--- src/rtl/axi_pkg.sv ---
// axi_pkg: AXI response codes and B-channel payload types shared by the write-response path.
package axi_pkg;
  localparam int unsigned AXI_ID_W = 16;
  typedef enum logic [1:0] {OKAY = 2'b00, EXOKAY = 2'b01, SLVERR = 2'b10, DECERR = 2'b11} axi_resp_e;
  typedef struct packed {
    logic [AXI_ID_W-1:0] id;
    axi_resp_e           resp;
    logic                user;
  } b_rsp_t;
  function automatic logic is_err(axi_resp_e r);
    return r[1];
  endfunction
endpackage

--- src/rtl/axi_wr_rsp_gen_if.sv ---
// axi_wr_rsp_gen_if: AXI write-response (B) channel with master/slave views.
interface axi_wr_rsp_gen_if #(parameter int ID_MAX_WIDTH = 16);
  logic                    bvalid;
  logic                    bready;
  logic [ID_MAX_WIDTH-1:0] bid;
  logic [1:0]              bresp;
  logic                    buser;
  modport slave  (output bvalid, bid, bresp, buser, input bready);
  modport master (input bvalid, bid, bresp, buser, output bready);
endinterface

--- src/rtl/sync_fifo_reg.sv ---
// sync_fifo_reg: flop-based in-order FIFO; full/empty come from the occupancy count, pointers wrap naturally.
module sync_fifo_reg #(
  parameter int WIDTH = 8,
  parameter int DEPTH = 4,
  localparam int PW = $clog2(DEPTH),
  localparam int CW = $clog2(DEPTH + 1)
) (
  input  logic             clk,
  input  logic             rst_n,
  input  logic             push_i,
  input  logic             pop_i,
  input  logic [WIDTH-1:0] wdata_i,
  output logic [WIDTH-1:0] rdata_o,
  output logic             full_o,
  output logic             empty_o,
  output logic [CW-1:0]    count_o
);
  logic [WIDTH-1:0] mem_q [DEPTH];
  logic [PW-1:0]    wr_ptr_q, rd_ptr_q;
  logic [CW-1:0]    cnt_q, cnt_d;
  logic             push, pop;
  assign full_o  = cnt_q == CW'(DEPTH);
  assign empty_o = cnt_q == '0;
  assign push    = push_i && !full_o;
  assign pop     = pop_i && !empty_o;
  assign cnt_d   = cnt_q + CW'(push) - CW'(pop);
  assign rdata_o = mem_q[rd_ptr_q];
  assign count_o = cnt_q;
  always_ff @(posedge clk)
    if (push) mem_q[wr_ptr_q] <= wdata_i;
  always_ff @(posedge clk) begin
    if (!rst_n) begin
      wr_ptr_q <= '0;
      rd_ptr_q <= '0;
      cnt_q    <= '0;
    end else begin
      wr_ptr_q <= push ? wr_ptr_q + PW'(1) : wr_ptr_q;
      rd_ptr_q <= pop ? rd_ptr_q + PW'(1) : rd_ptr_q;
      cnt_q    <= cnt_d;
    end
  end
endmodule

--- src/rtl/axi_wr_rsp_gen.sv ---
// axi_wr_rsp_gen: queues write completions and returns them in order as AXI B beats.
// Define AXI_WR_RSP_ERR_CNT_EN to add a saturating err_cnt of SLVERR/DECERR handshakes.
module axi_wr_rsp_gen
  import axi_pkg::*;
#(
  parameter int ID_MAX_WIDTH = 16,
  parameter int DEPTH = 4,
  localparam int CNT_W = $clog2(DEPTH + 1)
) (
  input  logic                    clk,
  input  logic                    rst_n,
  input  logic                    cmp_valid,
  output logic                    cmp_ready,
  input  logic [ID_MAX_WIDTH-1:0] cmp_id,
  input  logic [1:0]              cmp_resp,
  input  logic                    cmp_user,
  axi_wr_rsp_gen_if.slave         b_if,
  output logic [CNT_W-1:0]        rsp_cnt
`ifdef AXI_WR_RSP_ERR_CNT_EN
  ,
  output logic [15:0]             err_cnt
`endif
);
  typedef struct packed {
    logic [ID_MAX_WIDTH-1:0] id;
    axi_resp_e               resp;
    logic                    user;
  } rsp_t;
  rsp_t wr_rsp, head;
  logic full, empty;
  assign wr_rsp = '{id: cmp_id, resp: axi_resp_e'(cmp_resp), user: cmp_user};
  sync_fifo_reg #(.WIDTH($bits(rsp_t)), .DEPTH(DEPTH)) u_fifo (
    .clk     (clk),
    .rst_n   (rst_n),
    .push_i  (cmp_valid),
    .pop_i   (b_if.bready),
    .wdata_i (wr_rsp),
    .rdata_o (head),
    .full_o  (full),
    .empty_o (empty),
    .count_o (rsp_cnt)
  );
  // Payload is masked to zero whenever no beat is offered.
  assign cmp_ready   = !full;
  assign b_if.bvalid = !empty;
  assign b_if.bid    = empty ? '0 : head.id;
  assign b_if.bresp  = empty ? '0 : head.resp;
  assign b_if.buser  = empty ? 1'b0 : head.user;
`ifdef AXI_WR_RSP_ERR_CNT_EN
  logic [15:0] err_q, err_d;
  assign err_d = (b_if.bvalid && b_if.bready && is_err(head.resp) && err_q != 16'hFFFF) ? err_q + 16'd1 : err_q;
  always_ff @(posedge clk)
    err_q <= !rst_n ? '0 : err_d;
  assign err_cnt = err_q;
`endif
endmodule
--- src/flat_wrapper.sv ---
// flat-port wrapper written by rule: the top's interface ports become plain ports
module axi_wr_rsp_gen_flat import axi_pkg::*;
#(
  parameter int ID_MAX_WIDTH = 16,
  parameter int DEPTH = 4,
  localparam int CNT_W = $clog2(DEPTH + 1)
)
  (clk, rst_n, cmp_valid, cmp_ready, cmp_id, cmp_resp, cmp_user, rsp_cnt, b_if_bvalid, b_if_bid, b_if_bresp, b_if_buser, b_if_bready);
  axi_wr_rsp_gen_if #(.ID_MAX_WIDTH(ID_MAX_WIDTH)) b_if_i ();
  input  logic clk;
  input  logic rst_n;
  input  logic cmp_valid;
  output logic cmp_ready;
  input  logic [ID_MAX_WIDTH-1:0] cmp_id;
  input  logic [1:0] cmp_resp;
  input  logic cmp_user;
  output logic [CNT_W-1:0] rsp_cnt;
  output wire logic [$bits(b_if_i.bvalid)-1:0] b_if_bvalid;
  output wire logic [$bits(b_if_i.bid)-1:0] b_if_bid;
  output wire logic [$bits(b_if_i.bresp)-1:0] b_if_bresp;
  output wire logic [$bits(b_if_i.buser)-1:0] b_if_buser;
  input wire logic [$bits(b_if_i.bready)-1:0] b_if_bready;
  assign b_if_bvalid = b_if_i.bvalid;
  assign b_if_bid = b_if_i.bid;
  assign b_if_bresp = b_if_i.bresp;
  assign b_if_buser = b_if_i.buser;
  assign b_if_i.bready = b_if_bready;
  axi_wr_rsp_gen #(.ID_MAX_WIDTH(ID_MAX_WIDTH), .DEPTH(DEPTH)) u_core (.clk(clk), .rst_n(rst_n), .cmp_valid(cmp_valid), .cmp_ready(cmp_ready), .cmp_id(cmp_id), .cmp_resp(cmp_resp), .cmp_user(cmp_user), .b_if(b_if_i), .rsp_cnt(rsp_cnt));
endmodule
--- config.mk ---
export PLATFORM = sky130hd
export DESIGN_NAME = axi_wr_rsp_gen_flat
export DESIGN_NICKNAME = d
export VERILOG_FILES = /design/src/rtl/axi_pkg.sv /design/src/rtl/axi_wr_rsp_gen_if.sv /design/src/rtl/sync_fifo_reg.sv /design/src/rtl/axi_wr_rsp_gen.sv /design/src/flat_wrapper.sv
export SDC_FILE = /design/constraint.sdc
export NUM_CORES = 1
export LEC_CHECK = 0
export ABC_AREA = 1
export CAP_MARGIN = 30
export CORE_UTILIZATION = 26
export CTS_CLUSTER_DIAMETER = 200
export DETAILED_ROUTE_END_ITERATION = 16
export GPL_TIMING_DRIVEN = 0
export MAX_ROUTING_LAYER = met4
export PLACE_DENSITY = 0.42
export SETUP_SLACK_MARGIN = 0.3
export SKIP_CTS_REPAIR_TIMING = 1
export SYNTH_ARGS = -nofsm -noshare
export SYNTH_HDL_FRONTEND = slang
export SYNTH_SLANG_ARGS = --single-unit
--- constraint.sdc ---
create_clock -name clk -period 2 [get_ports clk]
set_input_delay 0.3 -clock clk [delete_from_list [all_inputs] [get_ports clk]]
set_output_delay 0.3 -clock clk [all_outputs]
set_load 0.01 [all_outputs]
==> summary.txt <==
Clock tree
  • Worst-path clk slew: 0.06 ns
  • Root Driver: clkbuf_16
  • TritonCTS clock tree: yes
  • Clk buf depth: 2
  • Sinks on Clock Net: 85
  • Worst-Skew Late Latency: 0.34 ns
  • Num CTS Buffers: 9
  • H-tree depth: 3

Layout
  • Area Growth Syn to Fin: 35.3%
  • Nets@finish: 464
  • Fillers: 1378
  • Layout cell share with drive strength beyond 1: 17.5%
  • Fin util: 36.2%
  • Final antenna diode count: 0

Timing
  • Skew final: 0.00545 ns
  • Final min period: 1.87 ns
  • Fmax: 534 MHz
  • Worst-Margin Slew: 0.432 ns
  • # setup viols final: 0
  • Final hold violations: 0
  • RSZ-0062 raised after global routing: true
  • Pins Over Slew Limit: 0
  • Post-route clock period utilization: 93.6%
  • Final worst setup slack: 0.128 ns
  • Slew HR: 71.1%

Critical path
  • CP Capture Type: flop
  • Data required, critical path: 2.28 ns
  • Worst path cell trace: nor2_4, buf_6, nand2_4, nand2_4, ha_4, inv_2, ha_4, fa_2, nand2_1, inv_1
  • Crit start category: flop
  • CP max FO: 6
  • Critical path class: flop to flop
  • Worst Path Arrival: 2.16 ns
  • Crit-path max cell delay: 0.51 ns
  • Critical-path top delay cell: fa_2

Yosys
  • Number of synthesized register bits: 85
  • Post-synthesis mux area share: 0%
  • Largest family of logic cells by synthesized area: simple AND/OR/NAND/NOR gates
  • Sequential-to-total area share from yosys stat: 66.3%
  • Syn_nets: 397
  • Dominant synthesized flop cell: edfxtp_1
  • Cell area after synthesis: 0.00371 mm²
  • Synth warn: 0
  • Post-synth top cells: inv_1 (92), nand2_1 (90), edfxtp_1 (76)
  • Synth Area per Inst: 10.1 µm²
  • EDFF count, synth: 76
  • Post-synth top area cell: edfxtp_1
  • Post-Synth Simple-Gate Area: 16.0%
  • Dominant cell by count in the synthesized netlist: inv_1
  • Ys async rst share: 0%
  • Synth top area share: 61.5%
  • Synthesized instance count: 367
  • Compound-Gate Fraction of Synth Area: 3.24%
  • Synth Area in Adders: 2.56%
  • Top cells by area, synth: edfxtp_1 (61%), inv_1 (9.3%), nand2_1 (9.1%)
  • Synth Area in XOR/XNOR: 0%
  • Post-synth cell types: 14

Drt
  • Average wire per standard cell: 14.0 µm
  • Highest metal used: met4
  • Final WL: 8.66 mm
  • Drt first pass iters: 4
  • Routed Antenna Nets: 0
  • WL met3: 433 µm
  • Vias post-DR: 2537
  • Met1 wire length: 3.87 mm
  • Drt initial violations: 168
  • Vias per cell: 4.10
  • Remaining DRCs: 0
  • DR WL met2: 4.23 mm

Placed design
  • Port Buffers: 46
  • Routability cong.: 0.675
  • Final HPWL DP: 5.51 mm
  • Pre-CTS WS: -0.205 ns

GRT
  • Largest net degree at the start of global routing: 14
  • Gr usage total: 12.8%
  • Vias in the first global route: 2455
  • Antenna violations before repair: 0
  • Global-route wire length before repair: 13.1 mm
  • GRT overflow: 0

Floorplanning
  • # IOs: 47
  • Core Box Area: 0.0139 mm²
  • Die Y: 121 µm
  • Starting density of the core: 26.7%
  • Die area: 0.0148 mm²
  • Row count: 43
  • Die Wd: 121 µm

Power and ir drop
  • Power per Cell Area: 1280 mW/mm²
  • Lkg Pwr: 2.27 nW
  • Worst VDD drop: 0.421 mV

Flow run
  • Max cap viols: 0

Run status
  • Outcome: complete, no violations

Hold path
  • Worst min path class: flop to flop
==> final cells by class <==
| cell class | instances | area [µm²] | area share (%) |
|---|---|---|---|
| inverter | 94 | 359 | 7.15 |
| tap | 180 | 225 | 4.48 |
| multi-input combinational | 175 | 958 | 19.1 |
| buffer | 13 | 140 | 2.79 |
| clock inverter | 4 | 48.8 | 0.972 |
| sequential | 85 | 2480 | 49.3 |
| timing repair buffer | 56 | 578 | 11.5 |
| clock buffer | 12 | 236 | 4.71 |
==> routing by layer <==
metal / global-route usage [%] / vias to the layer above
met5: - / -
met3: 3.76 / 11
met2: 20.2 / 51
met4: 4.78 / 0
li1: - / 1288
met1: 15.4 / 1187
==> worst max-delay path: cells and delay by family, from the launching register on <==
| kind | cells | cell delay [ns] |
|---|---|---|
| fa+ha+maj | 3 | 0.94 |
| flops | 1 | 0.38 |
| simple gates | 4 | 0.31 |
| buf+inv | 3 | 0.19 |
==> placed cells by master, fill, tap and decap left out, drive strengths merged <==
cell type	instances
a21oi	24
buf	28
bufinv	1
clkbuf	16
clkdlybuf4s50	25
clkinv	1
clkinvlp	3
dfxtp	9
dlymetal6s2s	12
edfxtp	76
fa	1
ha	6
inv	93
nand2	90
nand3	42
nor2	12
==> flip-flops by register name (all words and copies together), names as in the netlist, named ones only <==
| signal | flops |
|---|---|
| u_core.u_fifo.count_o | 3 |
| u_core.u_fifo.mem_q | 76 |
| u_core.u_fifo.rd_ptr_q | 2 |
| u_core.u_fifo.wr_ptr_q | 2 |
==> per-stage QoR <==
stage	setup TNS [ns]	instance area (µm²)	cells	hold WS (ns)	total power, mW
after CTS	-6.56	4790	613	0.498	6.29
after global placement	-31.88	4450	593	0.468	4.59
after detailed placement	-6.59	4510	597	0.484	4.64
after global routing	0	5020	619	0.524	6.87
after floorplan	0	3760	367	0.393	3.50
final	0	5020	619	0.490	6.45
==> worst paths after layout <==
| kind | from | slack (ns) | depth (start not counted) | end |
|---|---|---|---|---|
| worst max register to register | u_core.u_fifo.count_o[0] | 0.13 | 10 | u_core.u_fifo.count_o[1] |
| worst max-delay path | u_core.u_fifo.count_o[0] | 0.13 | 10 | u_core.u_fifo.count_o[1] |
| worst min register to register | u_core.u_fifo.rd_ptr_q[0] | 0.49 | 2 | u_core.u_fifo.rd_ptr_q[0] |
| worst min-delay path | u_core.u_fifo.rd_ptr_q[0] | 0.49 | 2 | u_core.u_fifo.rd_ptr_q[0] |
==> cell families (layout without fill, tap and decap cells) <==
group           Yosys count  after routing
simple gates            144            144
compound gates           24             24
flops                    85             85
buf+inv                 107            179
fa+ha+maj                 7              7
==> where the power goes <==
part	internal [mW]	switching [mW]	total, mW
clock network	0.964	0.649	1.61
logic	1.13	1.41	2.54
registers	2.19	0.102	2.29
total	4.28	2.16	6.45
(Power assumes the default switching activity.)
